File: config.mk
export PLATFORM = sky130hd
export DESIGN_NAME = ifetch_unit
export DESIGN_NICKNAME = d
export VERILOG_FILES = /design/src/rtl/ifetch_unit.sv
export SDC_FILE = /design/constraint.sdc
export NUM_CORES = 1
export LEC_CHECK = 0
export CAP_MARGIN = 20
export CORE_MARGIN = 2
export CORE_UTILIZATION = 38
export DETAILED_ROUTE_END_ITERATION = 16
export GPL_ROUTABILITY_DRIVEN = 0
export RECOVER_POWER = 25
export SYNTH_ARGS = -nofsm -noshare
export SYNTH_HDL_FRONTEND = slang
export SYNTH_SLANG_ARGS = --single-unit
File: constraint.sdc
create_clock -name clk -period 9.85 [get_ports clk]
set_input_delay 1.97 -clock clk [delete_from_list [all_inputs] [get_ports clk]]
set_output_delay 1.97 -clock clk [all_outputs]
set_load 0.02 [all_outputs]
File: src/rtl/ifetch_unit.sv
// Instruction fetch stage: owns the PC, issues in-order requests to instruction
// memory, tracks in-flight fetch addresses and buffers returned instructions for
// the IF/ID register. A redirect flushes the buffer and discards every response
// still in flight so that stale instructions never reach decode.
module ifetch_unit #(
  parameter int unsigned           ADDR_WIDTH = 32,
  parameter int unsigned           DATA_WIDTH = 32,
  parameter logic [ADDR_WIDTH-1:0] RESET_PC   = '0,
  parameter logic [DATA_WIDTH-1:0] NOP_INSTR  = DATA_WIDTH'(32'h0000_0013)
) (
  input  logic                  clk,
  input  logic                  rstn,
  // Control unit
  input  logic                  jump_en,
  input  logic [ADDR_WIDTH-1:0] jump_addr,
  input  logic                  hold_en,
  // Instruction memory request channel
  output logic                  imem_req_valid,
  input  logic                  imem_req_ready,
  output logic [ADDR_WIDTH-1:0] imem_addr,
  // Instruction memory response channel (in order, no backpressure)
  input  logic                  imem_rsp_valid,
  input  logic [DATA_WIDTH-1:0] imem_rsp_data,
  // IF/ID
  output logic                  inst_valid,
  output logic [DATA_WIDTH-1:0] inst_o,
  output logic [ADDR_WIDTH-1:0] inst_addr_o
);

  // ---------------------------------------------------------------------------
  // State
  // ---------------------------------------------------------------------------
  logic [ADDR_WIDTH-1:0] r_pc;

  // Addresses of requests accepted by memory but not yet answered.
  logic [ADDR_WIDTH-1:0] r_aq_addr [2];
  logic                  r_aq_wptr;
  logic                  r_aq_rptr;

  // Returned instructions waiting for decode.
  logic [ADDR_WIDTH-1:0] r_buf_addr [2];
  logic [DATA_WIDTH-1:0] r_buf_data [2];
  logic                  r_buf_wptr;
  logic                  r_buf_rptr;
  logic [1:0]            r_buf_cnt;

  logic [1:0]            r_outstanding;
  // Responses still owed for requests issued before the latest redirect.
  logic [1:0]            r_drop_cnt;
  // Address shown on inst_addr_o while the buffer is empty.
  logic [ADDR_WIDTH-1:0] r_last_addr;

  // ---------------------------------------------------------------------------
  // Next-state / decode wires
  // ---------------------------------------------------------------------------
  logic [ADDR_WIDTH-1:0] w_jump_target;
  logic                  w_buf_nonempty;
  logic                  w_pop;
  logic [2:0]            w_occ_after_pop;
  logic                  w_credit;
  logic                  w_req_fire;
  logic                  w_rsp;
  logic                  w_rsp_keep;
  logic                  w_rsp_drop;
  logic                  w_buf_push;
  logic                  w_buf_pop;
  logic [ADDR_WIDTH-1:0] w_head_addr;
  logic [DATA_WIDTH-1:0] w_head_data;
  logic [ADDR_WIDTH-1:0] w_inst_addr;

  logic [ADDR_WIDTH-1:0] w_pc_d;
  logic [1:0]            w_outstanding_d;
  logic [1:0]            w_drop_cnt_d;
  logic [1:0]            w_buf_cnt_d;
  logic                  w_buf_wptr_d;
  logic                  w_buf_rptr_d;

  // Handshake, credit and response classification.
  always_comb begin
    // Masking keeps every bit of jump_addr in use while forcing word alignment.
    w_jump_target   = jump_addr & ~ADDR_WIDTH'(3);
    w_buf_nonempty  = (r_buf_cnt != 2'd0);
    w_pop           = rstn & w_buf_nonempty & ~hold_en;
    // Buffer slots plus in-flight requests, counting the slot freed this cycle.
    w_occ_after_pop = 3'(r_buf_cnt) + 3'(r_outstanding) - 3'(w_pop);
    w_credit        = (w_occ_after_pop < 3'd2);
    w_req_fire      = imem_req_valid & imem_req_ready;
    w_rsp           = rstn & imem_rsp_valid;
    // A response in the redirect cycle belongs to the old stream.
    w_rsp_keep      = w_rsp & ~jump_en & (r_drop_cnt == 2'd0);
    w_rsp_drop      = w_rsp & ~w_rsp_keep;
    w_buf_push      = w_rsp_keep;
    w_buf_pop       = w_pop & ~jump_en;
  end

  // Buffer head selection and the address shown while empty.
  always_comb begin
    w_head_addr = r_buf_addr[r_buf_rptr];
    w_head_data = r_buf_data[r_buf_rptr];
    w_inst_addr = w_buf_nonempty ? w_head_addr : r_last_addr;
  end

  // Next PC, outstanding count and drop count.
  always_comb begin
    w_pc_d          = r_pc;
    w_outstanding_d = r_outstanding + 2'(w_req_fire) - 2'(w_rsp);
    w_drop_cnt_d    = r_drop_cnt;
    if (jump_en) begin
      w_pc_d       = w_jump_target;
      // Everything still in flight is stale; a response landing now is already gone.
      w_drop_cnt_d = r_outstanding - 2'(w_rsp);
    end else begin
      if (w_req_fire) begin
        w_pc_d = r_pc + ADDR_WIDTH'(4);
      end
      if (w_rsp_drop) begin
        w_drop_cnt_d = r_drop_cnt - 2'd1;
      end
    end
  end

  // Instruction buffer occupancy and pointers; a redirect empties it.
  always_comb begin
    w_buf_cnt_d  = r_buf_cnt + 2'(w_buf_push) - 2'(w_buf_pop);
    w_buf_wptr_d = r_buf_wptr ^ w_buf_push;
    w_buf_rptr_d = r_buf_rptr ^ w_buf_pop;
    if (jump_en) begin
      w_buf_cnt_d  = 2'd0;
      w_buf_wptr_d = 1'b0;
      w_buf_rptr_d = 1'b0;
    end
  end

  // ---------------------------------------------------------------------------
  // Sequential state
  // ---------------------------------------------------------------------------

  // Control state with synchronous active-low reset.
  always_ff @(posedge clk) begin
    if (!rstn) begin
      r_pc          <= RESET_PC;
      r_aq_wptr     <= 1'b0;
      r_aq_rptr     <= 1'b0;
      r_buf_wptr    <= 1'b0;
      r_buf_rptr    <= 1'b0;
      r_buf_cnt     <= 2'd0;
      r_outstanding <= 2'd0;
      r_drop_cnt    <= 2'd0;
      r_last_addr   <= '0;
    end else begin
      r_pc          <= w_pc_d;
      // The address queue is not flushed on redirect: dropped responses still pop it.
      r_aq_wptr     <= r_aq_wptr ^ w_req_fire;
      r_aq_rptr     <= r_aq_rptr ^ w_rsp;
      r_buf_wptr    <= w_buf_wptr_d;
      r_buf_rptr    <= w_buf_rptr_d;
      r_buf_cnt     <= w_buf_cnt_d;
      r_outstanding <= w_outstanding_d;
      r_drop_cnt    <= w_drop_cnt_d;
      r_last_addr   <= w_inst_addr;
    end
  end

  // Address queue storage; contents are only meaningful between its pointers.
  always_ff @(posedge clk) begin
    if (w_req_fire) begin
      r_aq_addr[r_aq_wptr] <= r_pc;
    end
  end

  // Instruction buffer storage.
  always_ff @(posedge clk) begin
    if (w_buf_push) begin
      r_buf_addr[r_buf_wptr] <= r_aq_addr[r_aq_rptr];
      r_buf_data[r_buf_wptr] <= imem_rsp_data;
    end
  end

  // Protocol checks: the credit rule makes both of these unreachable.
  always_ff @(posedge clk) begin
    if (rstn) begin
      assert (!(w_rsp_keep && r_buf_cnt == 2'd2))
        else $error("ifetch_unit: response arrived with instruction buffer full");
      assert (!(w_rsp && r_outstanding == 2'd0))
        else $error("ifetch_unit: response arrived with nothing outstanding");
    end
  end

  // ---------------------------------------------------------------------------
  // Outputs
  // ---------------------------------------------------------------------------

  // Request and IF/ID outputs, forced idle while reset is asserted.
  always_comb begin
    imem_req_valid = rstn & ~jump_en & w_credit;
    imem_addr      = r_pc;
    inst_valid     = rstn & w_buf_nonempty;
    inst_o         = inst_valid ? w_head_data : NOP_INSTR;
    inst_addr_o    = rstn ? w_inst_addr : '0;
  end

endmodule

==> run_results.csv <==
group,metric,value,unit
run,maxCapViolations,1,
clocking,htreeDepth,1,
worst_setup_path,timing.rr.start,"r_buf_cnt[0]",
synthesis,syn_inst,716,
sta,fin_ws,2.704,ns
synthesis,synth-edff-count,184,
clocking,post-cts-setup-buffers,0,
floorplan,die_h,166.6,um
worst_setup_path,max_stage_delay,0.68,ns
grt,gr-usage-all-layers,0.1539,
drt,drt-wirelength-per-cell,17.27,um
power_and_ir_drop,leakage,4.261,nW
synthesis,yosysWarnings,0,
sta,fin_hold_ws,0.4629,ns
final_layout,diodes,0,
placed_design,post-dp-hpwl,13260,um
worst_hold_path,worstHoldStart,"r_last_addr[2]",
worst_setup_path,arrival,5.18,ns
clocking,numCtsBuffers,27,
final_layout,drive_gt1_frac,0.06843,
synthesis,synth_most_common_cell,"edfxtp_1",
clocking,clock_sink_count,257,
sta,fin_crit,7.146,ns
worst_setup_path,startpoint_type,"input port",
floorplan,start_util,0.3867,
worst_hold_path,hold_class,"reg -> reg",
worst_hold_path,min_to,"r_last_addr[2]",
worst_setup_path,critical_path.most_common_cell,"clkdlybuf4s50_1",
grt,overflow,0,
drt,post-route-drc-count,0,
final_layout,syn_to_final_growth,28.37,%
sta,tightest_slew,2.035,ns
worst_setup_path,reg2reg_slack,5.84,ns
worst_setup_path,r2r_cells,11,
drt,vias_per_cell,4.924,
placed_design,dpl-instance-area,12060,sq um
grt,grt_pass1_vias,6020,
sta,relSlewSlack,-0.3564,
worst_setup_path,critPathKind,"in -> out",
synthesis,synthTopCellsByCount,"edfxtp_1 (184), dfxtp_1 (73), mux2i_1 (63), nand2_1 (56), nor2_1 (50)",
power_and_ir_drop,ir_drop,0.0001025,V
worst_setup_path,worstPathCellList,"clkdlybuf4s50_1, buf_4, o21ai_4, nor2_1, ha_1, nand2b_1, fa_1, xnor2_1, nor3b_1, clkdlybuf4s50_1",
floorplan,die_w,166.6,um
synthesis,synthFlopType,"edfxtp_1",
synthesis,postSynth.asyncResetShare,0,
synthesis,yosysTopAreaCellShare,0.5498,
clocking,clk_pin_slew,0.05,ns
floorplan,core_area,25980,sq um
outcome,violations,"capacitance limit, slew limit",
sta,slew_violations,31,
synthesis,seq_area_frac_synth,0.6952,
sta,finalHoldViolCount,0,
drt,drtAntennaViolNets,0,
floorplan,io_pins,168,
final_layout,fillCellCount,2271,
final_layout,fin_area,12900,sq um
clocking,cts_resized,0,
worst_setup_path,crit_fanout,29,
worst_setup_path,critical_path_required,7.88,ns
sta,setup_viol,0,
worst_setup_path,critPathSlowestCell,"clkdlybuf4s50_1",
power_and_ir_drop,p_total,2.355,mW
clocking,cts_tree,"built",
power_and_ir_drop,power_density,182.5,nW/um^2
placed_design,io_buffers,163,
sta,max_freq,0.1399,GHz
synthesis,yosysTopAreaCell,"edfxtp_1",
worst_setup_path,reg2reg_to,"r_aq_addr[0][28]",
worst_hold_path,min_path_cells,2,
synthesis,postSynthAreaPerCell,14.04,sq um
final_layout,final_nets,969,
synthesis,synth.area.top_cells,"edfxtp_1 (55%), dfxtp_1 (15%), mux2i_1 (6.3%)",
sta,fin_skew,0.008397,ns
grt,grt_antenna_before_repair,0,
clocking,clk_path_buf_depth,3,
sta,rsz0062_at_grt,"false",
drt,drt-initial-drc-count,292,
sta,fin_crit_sh,0.7255,
sta,fin_tns_setup,0,ns
synthesis,ys_ff_latch,257,
drt,via_count,6111,
placed_design,place_ws,2.703,ns
synthesis,netlist_area,10050,sq um
clocking,ctsRootBufferMaster,"clkbuf_16",
clocking,cts_hold_buf,0,
synthesis,yosysUniqueCellTypes,53,
floorplan,num_rows,59,
clocking,clock_latency,0.53,ns
grt,grt_max_degree,63,
drt,routed_wirelength,21440,um
outcome,status,"complete, but fails checks",
drt,drtPass1Iterations,4,
floorplan,die_area,27760,sq um
grt,grt_pass1_wl,34070,um
worst_setup_path,endpoint_kind,"output pin",
==> per-stage QoR <==
stage	instances	utilization
CTS	1241	0.4966
detailed placement	1191	0.4641
finish	1241	0.4965
global route	1241	0.4965
global placement	1191	0.4641
floorplan	717	-
==> layout make-up <==
cell class	count	area [sq um]	area share
well taps	335	419.2	0.03249
inverters	20	75.07	0.005819
flip-flops and latches	257	6990	0.5418
multi-input cells	405	2860	0.2217
clock buffers	38	737.0	0.05712
clock inverters	12	108.9	0.008438
repair buffers	174	1710	0.1326
==> critical path: cells and delay by family <==
family                   cells  cell delay, ns
AND/OR/NAND/NOR              3            0.73
XOR/XNOR                     1            0.24
buffers and inverters        3            1.45
adder cells (fa/ha/maj)      2            0.68
AO/OA/AOI/OAI                1            0.09
==> worst max-delay path by stage <==
stage | to | startpoint | cells past startpoint | slack [ns]
global route | imem_req_valid | rstn | 10 | 2.55
finish | imem_req_valid | rstn | 10 | 2.70
global placement | imem_req_valid | rstn | 10 | 2.72
floorplan | imem_req_valid | rstn | 8 | 3.82
CTS | imem_req_valid | rstn | 10 | 2.69
detailed placement | imem_req_valid | rstn | 10 | 2.70
==> report_power, final <==
part / switching (mW) / internal [mW] / leakage (nW)
clock: 0.392 / 0.572 / 0.416
combinational: 0.0919 / 0.0807 / 1.58
sequential: 0.0238 / 1.19 / 2.27
==> sequential cells by signal (all words and copies together), names as in the netlist, named ones only <==
signal	count
r_aq_rptr	1
r_aq_wptr	1
imem_addr	30
r_outstanding	2
r_buf_rptr	1
r_buf_wptr	1
r_drop_cnt	2
r_buf_cnt	2
r_aq_addr	60
r_last_addr	32
r_buf_data	64
r_buf_addr	60
==> placed cells by master, fill, tap and decap left out, types with 9 or more instances in the layout <==
master | netlist | routed
a21oi_1 | 18 | 18
and3_1 | 9 | 9
buf_4 | 2 | 10
clkbuf_1 | 20 | 10
clkbuf_16 | 0 | 27
clkdlybuf4s50_1 | 0 | 156
dfxtp_1 | 73 | 72
edfxtp_1 | 184 | 184
ha_1 | 13 | 11
inv_1 | 20 | 20
mux2_1 | 0 | 24
mux2i_1 | 63 | 63
nand2_1 | 56 | 56
nand3_1 | 20 | 20
nand4_1 | 11 | 11
nor2_1 | 50 | 50
o21ai_0 | 45 | 45
xnor2_1 | 11 | 11
xor2_1 | 16 | 16
==> kinds of logic (layout without fill, tap and decap cells) <==
| group | count (synthesis) | after routing | synth area share |
|---|---|---|---|
| buffers and inverters | 55 | 244 | 0.02465 |
| adder cells (fa/ha/maj) | 14 | 14 | 0.01818 |
| AO/OA/AOI/OAI | 96 | 96 | 0.05603 |
| XOR/XNOR | 27 | 27 | 0.02353 |
| multiplexers | 93 | 93 | 0.09636 |
| other | 1 | 2 | 0.0003731 |
| flip-flops | 257 | 257 | 0.6952 |
| AND/OR/NAND/NOR | 173 | 173 | 0.08566 |
==> per-layer routing <==
| layer | GRT usage | vias to the layer above | wire, um |
|---|---|---|---|
| li1 | - | 2978 | - |
| met4 | 0.04010 | 0 | 401 |
| met2 | 0.2566 | 173 | 10120 |
| met5 | 0 | - | 0 |
| met1 | 0.2056 | 2935 | 9706 |
| met3 | 0.03232 | 25 | 1211 |
Power figures use the tool's default switching activity.
